<file path="src/rtl/rns_mod13_mul_arbiter.sv">
// Two-requester round-robin front end sharing one 8x8 mod-13 multiplier.
// Results land in a single registered slot tagged with the requester ID.

module mul_8x8_mod_13 (
    input  logic [7:0] a,
    input  logic [7:0] b,
    output logic [3:0] s
);
    logic [15:0] prod;

    always_comb begin
        prod = 16'(a) * 16'(b);
        s    = 4'(prod % 16'd13);
    end
endmodule

module rns_mod13_mul_arbiter #(
    parameter int CNT_W = 8
) (
    input  logic             clk,
    input  logic             rst,
    input  logic             req0_valid,
    input  logic [7:0]       req0_a,
    input  logic [7:0]       req0_b,
    output logic             req0_ready,
    input  logic             req1_valid,
    input  logic [7:0]       req1_a,
    input  logic [7:0]       req1_b,
    output logic             req1_ready,
    output logic             res_valid,
    input  logic             res_ready,
    output logic [3:0]       res_s,
    output logic             res_id,
    output logic [CNT_W-1:0] acc0_cnt,
    output logic [CNT_W-1:0] acc1_cnt
);
    logic       slot_free;
    logic       grant_any;
    logic       grant_id;
    logic       last_id;
    logic       accept;
    logic [7:0] sel_a;
    logic [7:0] sel_b;
    logic [3:0] mul_s;

    // grant_id is 0 when nobody asks, so the multiplier sees requester 0 by default
    always_comb begin
        slot_free  = !res_valid || res_ready;
        grant_any  = req0_valid || req1_valid;
        grant_id   = (req0_valid && req1_valid) ? !last_id : (!req0_valid && req1_valid);
        sel_a      = grant_id ? req1_a : req0_a;
        sel_b      = grant_id ? req1_b : req0_b;
        req0_ready = !rst && slot_free && grant_any && !grant_id;
        req1_ready = !rst && slot_free && grant_id;
        accept     = (req0_valid && req0_ready) || (req1_valid && req1_ready);
    end

    mul_8x8_mod_13 u_mul (
        .a (sel_a),
        .b (sel_b),
        .s (mul_s)
    );

    always_ff @(posedge clk) begin
        if (rst) begin
            res_valid <= 1'b0;
            res_s     <= 4'd0;
            res_id    <= 1'b0;
            last_id   <= 1'b1;
            acc0_cnt  <= '0;
            acc1_cnt  <= '0;
        end else if (accept) begin
            res_valid <= 1'b1;
            res_s     <= mul_s;
            res_id    <= grant_id;
            last_id   <= grant_id;
            if (!grant_id && acc0_cnt != '1)
                acc0_cnt <= acc0_cnt + CNT_W'(1);
            if (grant_id && acc1_cnt != '1)
                acc1_cnt <= acc1_cnt + CNT_W'(1);
        end else if (res_valid && res_ready) begin
            res_valid <= 1'b0;
        end
    end
endmodule

</file>
<file path="config.mk">
export PLATFORM = sky130hd
export DESIGN_NAME = rns_mod13_mul_arbiter
export DESIGN_NICKNAME = d
export VERILOG_FILES = /design/src/rtl/rns_mod13_mul_arbiter.sv
export SDC_FILE = /design/constraint.sdc
export NUM_CORES = 1
export LEC_CHECK = 0
export ABC_AREA = 1
export ABC_CLOCK_PERIOD_IN_PS = 16400
export CAP_MARGIN = 10
export CORE_MARGIN = 5
export CORE_UTILIZATION = 35
export CTS_BUF_LIST = sky130_fd_sc_hd__clkbuf_16
export CTS_CLUSTER_DIAMETER = 150
export CTS_CLUSTER_SIZE = 24
export DETAILED_ROUTE_END_ITERATION = 16
export GPL_TIMING_DRIVEN = 0
export PLACE_DENSITY = 0.6
export SLEW_MARGIN = 10
export SYNTH_ARGS = -nofsm -noshare
export SYNTH_HDL_FRONTEND = slang
export SYNTH_SLANG_ARGS = --single-unit
</file>
<file path="constraint.sdc">
create_clock -name clk -period 16.4 [get_ports clk]
set_clock_uncertainty 0.05 [all_clocks]
set_input_delay 3.28 -clock clk [delete_from_list [all_inputs] [get_ports clk]]
set_output_delay 3.28 -clock clk [all_outputs]
set_load 0.02 [all_outputs]
</file>
Yosys cells after proc, flatten, opt, wreduce, memory -nomap -nowiden
Index checks and enable logic that the tools add are counted.
{"block": "word_totals", "ff_bits": 23, "latch_bits": 0, "mem_bits_rw": 0, "rom_bits": 0, "inputBits": 37, "elab_cells": 39, "mem_count": 0}
{"block": "classes", "add_sub_neg": 2, "multipliers": 1, "div": 1, "n_lt_le_gt_ge": 0, "n_eq_ne": 2, "shifts": 0, "n_mux": 5, "bitwise": 0, "reduce_logical": 22}
{"cell": "adder 8 x 1 -> 8 bit, second input constant", "n": 2}
{"cell": "modulo 16 x 4 -> 16 bit, second input constant", "n": 1}
{"cell": "multiplier 8 x 8 -> 16 bit", "n": 1}
{"cell": "two-way mux 8 bit", "n": 2}
{"cell": "inequality test 8 bit, second input constant", "n": 2}
{"cell": "logical AND 1 bit", "n": 11}
{"cell": "zero test 1 bit", "n": 5}
{"cell": "AND reduction 2 bit", "n": 2}
{"cell": "logical OR 1 bit", "n": 3}
{"cell": "two-way mux 1 bit", "n": 3}
{"cell": "nonzero test 2 bit", "n": 1}

Longest topological paths before layout
{"block": "depth", "word_depth": 8, "depth_mapped": 93, "ltp_nobuf": 92}

Modules after synthesis
From an unflattened synthesis, not the netlist that was laid out.
{"block": "unflattened", "hier_cells": 925, "area_unflattened_um2": 5684.2}
{"mod": "mul_8x8_mod_13", "instances": 1, "cells_per_inst": 696, "area_per_inst_um2": 4174.0, "seq_area_each_um2": 0.0}
{"mod": "rns_mod13_mul_arbiter", "instances": 1, "cells_per_inst": 229, "area_per_inst_um2": 1510.2, "seq_area_each_um2": 460.4}

Least setup slack after synthesis
Ideal clock, no wire load.
{"block": "synth_path", "path_kind": "in2reg", "from": "in req0_valid", "to": "reg res_s[2]", "setup_ns": 0.109, "t_arrival_ns": 12.564, "t_required_ns": 16.241, "setup_slack_ns": 3.676, "cell_stages": 84, "n_path_buf": 2, "path_cell_list": "nand2_1 nand2_1 clkbuf_1 clkbuf_1 nand2_1 o21ai_0 inv_1 nor2_1 fa_1 fa_1 fa_1 inv_1 fa_1 inv_1 ha_1 nand2_1 nor2_1 nand2_1 [... 48 more ...] nand2_4 ha_1 inv_1 nand2_2 nand2_4 nand3_4 nand2_1 and2_1 ha_1 inv_1 nor2_1 nor2_2 nand2_4 nand3_4 o21ai_1 nand3_1 nand2_1 inv_1"}
{"block": "synth_between", "elab_chain_len": 7, "word_cells_on_any_way": 16, "cone_classes": "mul: 1; div: 1; mux: 3; reduce/logical: 11"}
{"element": "start: declaration", "line": "22", "text": "input logic req0_valid,"}
{"element": "branches (longest 7 deep; another with multiplier 8 x 8 -> 16 bit)"}
{"element": "end signal: assignment", "line": "74", "text": "res_s <= mul_s;"}
{"element": "end: declaration", "line": "32", "text": "output logic [3:0] res_s,"}
Several ways; the timed one is not identified.
A chain may end at the register's enable or synchronous reset.

Final worst setup path
Ends and elaborated chain as after synthesis.

==> results.cfg <==
[sta]
worst_slew_pin_slew_ns = 0.832
fin_tns_setup_ns = 0
slew_headroom_pct = 42.9
slew_violations = 0
grt_setup_unrepaired = no
setup_viol = 0
finalCritPeriodShare_pct = 86.5
fin_hold_ws_ns = 0.417
hold_viol = 0
clock.fmax_mhz = 70.5
finalCriticalPeriod_ns = 14.18

[detailed_routing]
firstDrtPassIters = 4
routedWlPerCell_um = 10.7
first_iter_violations = 101
routed_wl_mm = 11.5
vias_per_cell = 4.62
ant_nets = 0
drc = 0
dr_total_vias = 4986

[worst_setup_path]
worstPathArrival_ns = 14.29
cp_max_fo = 10
start_kind = input port
cp_top_family = simple AND/OR/NAND/NOR gates
crit_top_cell = nand2_1
crit_buf_inv = 13
worstPathRequired_ns = 16.51
critPathKind = input port to flip-flop
end_kind = flip-flop
crit_slowest_cell = fa_1
cpPeakStageDelay_ns = 0.55

[synthesis]
synthCells = 828
synth_top_cell_by_area = fa_1
yosys-top-cells-area = fa_1 14%, nand2_1 13%, inv_1 11%
syn_area_sq_mm = 0.00528
synth_top_area_share_pct = 13.6
seq_area_frac_synth_pct = 8.72
synth.most_common_cell = nand2_1
async_flop_share_pct = 0
syn_area_per_cell_sq_um = 6.38
synth_ff_type = dfxtp_1
synth_nets = 943
yosys-top-cells-count = 188 x nand2_1, 156 x inv_1, 84 x nor2_1
synth_edf_count = 0
ys_ff_latch = 23
ys_warn_count = 0
yosysUniqueCellTypes = 42

[cts]
cts_root_buffer = clkbuf_16
cts_tree = done
clk_path_buf_depth = 2
cts_resized = 0
cts_setup_buffers = 0
cts_hold_buf = 0
numCtsBuffers = 3
cts_sinks = 23
cts.clk_slew.worst_paths_ns = 0.06
htreeDepth = 1
insertion_delay_ns = 0.26

[final_layout]
drive_gt1_share_pct = 14.7
num-fill-cells = 1659
n_antenna_cell = 0
nNetsFinal = 1007
area_growth_pct = 17.2
stdcell_area_sq_mm = 0.00619

[floorplan]
io_pins = 61
die_w_um = 133
fp-row-count = 45
initial_core_util_pct = 35.3
dieHeight_um = 133
core_area_sq_mm = 0.0150
dieArea_sq_mm = 0.0176

[outcome]
run_status = completed

[placement]
place_area_sq_mm = 0.00611
numPortBuffers = 59
hpwl_mm = 10.1
gp_congestion = 0.793

[global_routing]
overflow = 0
first_global_vias = 4729
grt_pass1_wl_mm = 20.6
grt_max_degree = 14
track_usage_pct = 13.0
grt_antenna_before_repair = 0

[flow_run]
cap_violations = 0

[worst_hold_path]
min_path_type = flip-flop to flip-flop
[tightest hold or removal path: stages (launching register included)]
cell	delay [ns]
dfxtp_1	0.33
a21oi_1	0.07
nand2_1	0.05
[routing by layer]
layer / up-vias / global-route usage, % / part of all wire [%] / routed length [um]
met5: - / 0 / 0 / 0
met4: 0 / 0.924 / 0.20 / 23
met3: 2 / 0.608 / 1.6 / 180
met2: 34 / 24.2 / 51 / 5890
met1: 2254 / 17.4 / 47 / 5400
li1: 2696 / - / - / -
[kinds of logic (layout without fill, tap and decap cells)]
family | Yosys count | after routing | synth area share, %
and+or+nand+nor | 452 | 452 | 42.7
xor gates and xnor gates | 18 | 18 | 2.99
muxes | 2 | 2 | 0.379
DFF | 23 | 23 | 8.72
AOI/OAI and AO/OA | 74 | 74 | 8.72
adders and majority gates | 78 | 78 | 23.6
buffers and inverters | 181 | 244 | 12.9
[per-stage QoR]
stage | utilization, % | setup WS (ns) | std cells
2_1_floorplan | - | 3.68 | 828
3_3_place_gp | 40.8 | 1.92 | 1075
3_5_place_dp | 40.8 | 1.86 | 1075
4_1_cts | 41.3 | 2.10 | 1079
5_1_grt | 41.3 | 0.897 | 1079
6_report | 41.3 | 2.22 | 1079
[layout make-up]
cell class                 instances  area (sq um)  area share [%]
timing repair buffer              59           591            9.54
buffer                             5          22.5           0.364
multi-input combinational        624          4140            66.9
sequential                        23           460            7.44
clock buffer                       3          75.1            1.21
tap                              188           235            3.80
inverter                         176           661            10.7
clock inverter                     1          5.00          0.0809
[path summary, 6_finish.rpt]
kind | from | endpoint | slack [ns] | cells after the start
worst min-delay path | last_id$_SDFFE_PP1P_ | last_id$_SDFFE_PP1P_ | 0.42 | 2
worst max-delay path | req0_valid | res_s[2]$_SDFFE_PP0P_ | 2.22 | 82
worst max register to register | last_id$_SDFFE_PP1P_ | res_s[2]$_SDFFE_PP0P_ | 5.41 | 81
worst min register to register | last_id$_SDFFE_PP1P_ | last_id$_SDFFE_PP1P_ | 0.42 | 2
[sequential cells by signal, indices dropped and copies added, names as in the netlist]
signal	count
acc0_cnt	8
acc1_cnt	8
res_s	4
last_id	1
res_id	1
res_valid	1
[cells in the final DEF, fill, tap and decap left out, types with 2 or more instances in the layout]
cell	count
nand2_4	11
nand3_4	3
nand2_2	54
xnor2_1	4
dfxtp_1	23
ha_1	42
nand3_2	14
o21ai_0	26
mux2i_1	2
fa_1	36
clkbuf_16	3
nor2_1	84
nand2_1	188
a21boi_0	2
nor3_1	6
o21ai_2	6
a21oi_2	3
o211ai_1	2
inv_2	19
xor2_1	14
nand4_1	18
nor2_4	4
inv_1	156
clkdlybuf4s50_1	59
clkbuf_1	4
nor3b_1	2
a21oi_1	18
nand3_1	57
nor2_2	6
o21ai_1	10
Power is left out: the tool's default activity adds up to more than one toggle a clock period on the data nets, which glitch-free logic cannot reach.
